[src/rtl/sum_seq_ctrl.sv]
// rtl/sum_seq_ctrl.sv - nibble-serial adder sequencer around a 4-bit carry-lookahead slice
//
// Adds two WIDTH-bit operands, one nibble per cycle with the LSB nibble first,
// through a single sum_4b slice. The carry between nibbles is held in a register.
// Requester handshake: start (accepted only in IDLE) -> busy -> one-cycle done.
//
// Optional feature macro: SUM_SEQ_CTRL_OVF_EN (adds the registered signed-overflow output ovf)
//
// Ports:
//   clk    rising-edge clock
//   rst    synchronous active-high reset
//   start  request, sampled only in IDLE
//   a, b   WIDTH-bit operands, sampled on the accepting edge
//   c_in   carry into bit 0, sampled on the accepting edge
//   busy   high whenever not IDLE
//   done   one-cycle pulse, sum/c_out valid
//   sum    registered WIDTH-bit result
//   c_out  registered carry out of bit WIDTH-1
//   ovf    (SUM_SEQ_CTRL_OVF_EN only) registered two's-complement overflow

module sum_4b (
  input  logic [3:0] a,
  input  logic [3:0] b,
  input  logic       c_in,
  output logic [3:0] s,
  output logic       c_out
);
  logic [3:0] g;
  logic [3:0] p;
  logic [4:0] c;

  assign g    = a & b;
  assign p    = a ^ b;
  assign c[0] = c_in;
  assign c[1] = g[0] | (p[0] & c[0]);
  assign c[2] = g[1] | (p[1] & g[0]) | (p[1] & p[0] & c[0]);
  assign c[3] = g[2] | (p[2] & g[1]) | (p[2] & p[1] & g[0]) | (p[2] & p[1] & p[0] & c[0]);
  assign c[4] = g[3] | (p[3] & g[2]) | (p[3] & p[2] & g[1]) | (p[3] & p[2] & p[1] & g[0])
              | (p[3] & p[2] & p[1] & p[0] & c[0]);
  assign s     = p ^ c[3:0];
  assign c_out = c[4];
endmodule

module sum_seq_ctrl #(
  parameter int WIDTH = 16
) (
  input  logic             clk,
  input  logic             rst,
  input  logic             start,
  input  logic [WIDTH-1:0] a,
  input  logic [WIDTH-1:0] b,
  input  logic             c_in,
  output logic             busy,
  output logic             done,
  output logic [WIDTH-1:0] sum,
  output logic             c_out
`ifdef SUM_SEQ_CTRL_OVF_EN
  ,
  output logic             ovf
`endif
);
  localparam int N  = WIDTH / 4;
  localparam int IW = (N > 1) ? $clog2(N) : 1;

  typedef enum logic [1:0] {IDLE, RUN, DONE} state_t;

  state_t           state, next_state;
  logic [IW-1:0]    idx;
  logic [WIDTH-1:0] a_reg, b_reg;
  logic             carry;
  logic [3:0]       slice_a, slice_b, slice_s;
  logic             slice_c;
  logic             last;

  assign slice_a = a_reg[4*idx +: 4];
  assign slice_b = b_reg[4*idx +: 4];
  assign last    = (idx == IW'(N - 1));

  sum_4b u_slice (
    .a     (slice_a),
    .b     (slice_b),
    .c_in  (carry),
    .s     (slice_s),
    .c_out (slice_c)
  );

  always_ff @(posedge clk) begin
    if (rst) state <= IDLE;
    else     state <= next_state;
  end

  // done is decoded from the state register, so it never depends on start combinationally
  always_comb begin
    next_state = state;
    busy       = 1'b0;
    done       = 1'b0;
    case (state)
      IDLE: if (start) next_state = RUN;
      RUN: begin
        busy = 1'b1;
        if (last) next_state = DONE;
      end
      DONE: begin
        busy       = 1'b1;
        done       = 1'b1;
        next_state = IDLE;
      end
      default: next_state = IDLE;
    endcase
  end

  always_ff @(posedge clk) begin
    if (rst) begin
      idx   <= '0;
      a_reg <= '0;
      b_reg <= '0;
      carry <= 1'b0;
      sum   <= '0;
      c_out <= 1'b0;
    end else begin
      case (state)
        IDLE: begin
          if (start) begin
            a_reg <= a;
            b_reg <= b;
            carry <= c_in;
            idx   <= '0;
          end
        end
        RUN: begin
          sum[4*idx +: 4] <= slice_s;
          carry           <= slice_c;
          if (last) c_out <= slice_c;
          else      idx   <= idx + IW'(1);
        end
        default: ;
      endcase
    end
  end

`ifdef SUM_SEQ_CTRL_OVF_EN
  // carry-in XOR carry-out of the MSB equals "operand signs agree but the result sign differs"
  always_ff @(posedge clk) begin
    if (rst) begin
      ovf <= 1'b0;
    end else if (state == RUN && last) begin
      ovf <= (slice_a[3] == slice_b[3]) && (slice_s[3] != slice_a[3]);
    end
  end
`endif
endmodule
[config.mk]
export PLATFORM = sky130hd
export DESIGN_NAME = sum_seq_ctrl
export DESIGN_NICKNAME = d
export VERILOG_FILES = /design/src/rtl/sum_seq_ctrl.sv
export SDC_FILE = /design/constraint.sdc
export NUM_CORES = 1
export LEC_CHECK = 0
export ABC_AREA = 1
export CAP_MARGIN = 20
export CORE_UTILIZATION = 25
export CTS_BUF_LIST = sky130_fd_sc_hd__clkbuf_8
export CTS_CLUSTER_SIZE = 8
export DETAILED_ROUTE_END_ITERATION = 7
export DONT_BUFFER_PORTS = 1
export PLACE_DENSITY_LB_ADDON = 0.2
export SLEW_MARGIN = 20
export SYNTH_ARGS = -nofsm -noshare
export SYNTH_HDL_FRONTEND = slang
export SYNTH_HIERARCHICAL = 1
export SYNTH_SLANG_ARGS = --single-unit
[constraint.sdc]
create_clock -name clk -period 5.3 [get_ports clk]
set_input_delay 1.325 -clock clk [delete_from_list [all_inputs] [get_ports clk]]
set_output_delay 1.325 -clock clk [all_outputs]
set_load 0.005 [all_outputs]
==> impl_metrics.toml <==
[cts]
htree_levels = 2
clockBufferDepth = 2
insertion_delay_ns = 0.31
clockRootBuffer = "clkbuf_8"
clk_pin_slew_worst_paths_ns = 0.09
post_cts_resized = 0
cts_tree = "built"
cts_hold_buffers = 0
cts_buffers = 5
cts_setup_buffers = 0
clkSinkCount = 54

[grt]
grt_pass1_vias = 2033
grt_pass1_wl_mm = 10.4
grt_start_max_net_pins = 39
track_usage_pct = 11.7
antenna_found_initial = 0
overflow = 0

[worst_setup_path]
critPathMaxFanout = 29
cpPeakStageDelay_ns = 0.86
cp_top_family = "flip-flops"
cp_data_required_time_ns = 5.54
timing.critical_path.to_type = "flop"
worstSetupPathDepth = 12
crit_top_cell = "nand2_1"
cp-start-kind = "flop"
critPathArrivalTime_ns = 2.93
path_buf_inv = 1
slowest_stage = "dfxtp_1"
cp_cell_sequence = "inv_8 > o21ai_0 > o22ai_1 > ha_1 > or2_0 > nand2_1 > nand3_1 > nand2_1 > nand2_1 > nor2_1 > nand2_1 > a21oi_1"
critPathKind = "reg -> reg"
ff2ff_path_depth = 12

[timing]
period_share_pct = 50.8
setup_violations = 0
fin_skew_ns = 0.00854
max_freq_mhz = 371
worstMarginPinSlew_ns = 0.808
slew_headroom_pct = 46.1
finalHoldViolCount = 0
rsz0062_at_grt = "false"
finalMaxSlewViolations = 0
post-route-min-period_ns = 2.69
tns_ns = 0

[cells_and_area]
drive_gt1_share_pct = 7.02
regArea_sq_um = 1080
num_antenna_cells = 0
synthToLayoutAreaGrowth_pct = 3.77
final_cells = 492
multi_input_area_sq_um = 1390
nFillCells = 1161
final_nets = 406
final_common_cell = "nor2_1"
final_cell_mix = "94 x nor2_1, 54 x dfxtp_1, 50 x nand2_1"

[drt]
drc_errors = 0
via_per_inst = 4.50
dr.pass1.iters = 4
wl_per_cell_um = 13.0
vias = 2216
totalWireLength_mm = 6.40
drt_iter0_markers = 65
antenna_left = 0

[synthesis]
syn_area_per_cell_sq_um = 7.45
synthTopCellsByArea = "dfxtp_1 40%, nor2_1 13%, nand2_1 6.9%, o21ai_0 6.6%, ha_1 6.4%"
synth-seq-cells = 54
yosysTopAreaCellShare_pct = 39.7
post_synth_num_cell_types = 28
yosys_warnings = 6
syn_inst = 365
yosysSeqAreaShare_pct = 39.7
yosysTopAreaCell = "dfxtp_1"
synth.cell_area_sq_um = 2720
syn_nets = 416

[place]
io_buffers = 0
dp_hpwl_mm = 4.68
place.gp.congestion = 0.769
dp.cells = 484

[floorplan]
start_util_pct = 26.1
rows = 37
die_h_um = 106
coreArea_sq_um = 10400
die_x_um = 106
io_pins = 55
dieArea_sq_um = 11300

[pwr]
clkPwrFrac_pct = 24.4
p_switching_uw = 322
cellPowerDensity_nw_per_um2 = 333
p_int_uw = 616
leakagePower_uw = 0.00114
p_sw_share_pct = 34.4
pwr-share-comb_pct = 25.8
seqPwrFrac_pct = 49.8
vdd_drop_max_mv = 0.121

[worst_hold_path]
hold_depth = 2
min_path_type = "reg -> reg"

[flow_run]
drv_cap = 0

[status]
status = "completed"
==> routing by layer <==
layer | vias up | wire, um | share of wire, % | global-route usage [%]
met5 | - | 0 | 0 | 0
met4 | 0 | 85 | 1.3 | 3.87
met3 | 6 | 385 | 6.0 | 3.37
met2 | 57 | 2870 | 45 | 18.8
met1 | 984 | 3060 | 48 | 15.1
li1 | 1169 | - | - | -
==> area by class of cell <==
type                    count  area share, %
clock buffers               5           2.44
clock inverters             3          0.621
inverters                  22           3.28
multi-input cells         271           49.1
flip-flops and latches     54           38.3
well taps                 136           6.03
repair buffers              1          0.266
==> final timing paths <==
path                 start        to  slack (ns)
setup reg to reg    idx[0]   sum[15]        2.61
hold reg to reg   state[1]  state[1]        0.48
hold / removal    state[1]  state[1]        0.48
setup / recovery    idx[0]   sum[15]        2.61
==> logic make-up after synthesis <==
family	count (synthesis)	share of synthesized area (%)
compound gates	83	16.3
buf+inv	40	9.34
fa+ha+maj	15	7.18
xor+xnor	1	0.322
simple gates	172	27.1
flops	54	39.7
==> synthesized netlist by cell type (all sizes together) <==
library cell,instances
fa,1
ha,14
o21a,4
dfxtp,54
nand2,55
xnor2,1
buf,16
o21ai,54
or2,1
nor2,98
nand3,12
a21oi,17
inv,22
nand4,6
o22ai,8
clkbuf,2
==> power by group through the flow <==
| stage | Clock [uW] | Combinational (uW) | Sequential (uW) |
|---|---|---|---|
| final | 229 | 242 | 467 |
| after global routing | 259 | 278 | 473 |
| after CTS | 244 | 245 | 469 |
| after detailed placement | 0 | 243 | 478 |
| after global placement | 0 | 243 | 477 |
| after floorplan | 0 | 219 | 463 |
==> worst min-delay path: stages (launching register included) <==
cell and delay (ns):
dfxtp_1 0.33, nand2_1 0.07, a21oi_1 0.05
==> per-stage QoR <==
step | util [%] | hold slack (ns) | area [sq um] | total power [uW] | setup WS (ns)
floorplan | - | 0.449 | 2720 | 683 | 3.27
global placement | 26.3 | 0.466 | 2740 | 720 | 2.64
detailed placement | 26.3 | 0.474 | 2740 | 721 | 2.62
CTS | 27.1 | 0.490 | 2820 | 957 | 2.59
global route | 27.1 | 0.509 | 2820 | 1010 | 2.39
finish | 27.1 | 0.483 | 2820 | 939 | 2.61
Power figures use the tool's default switching activity.
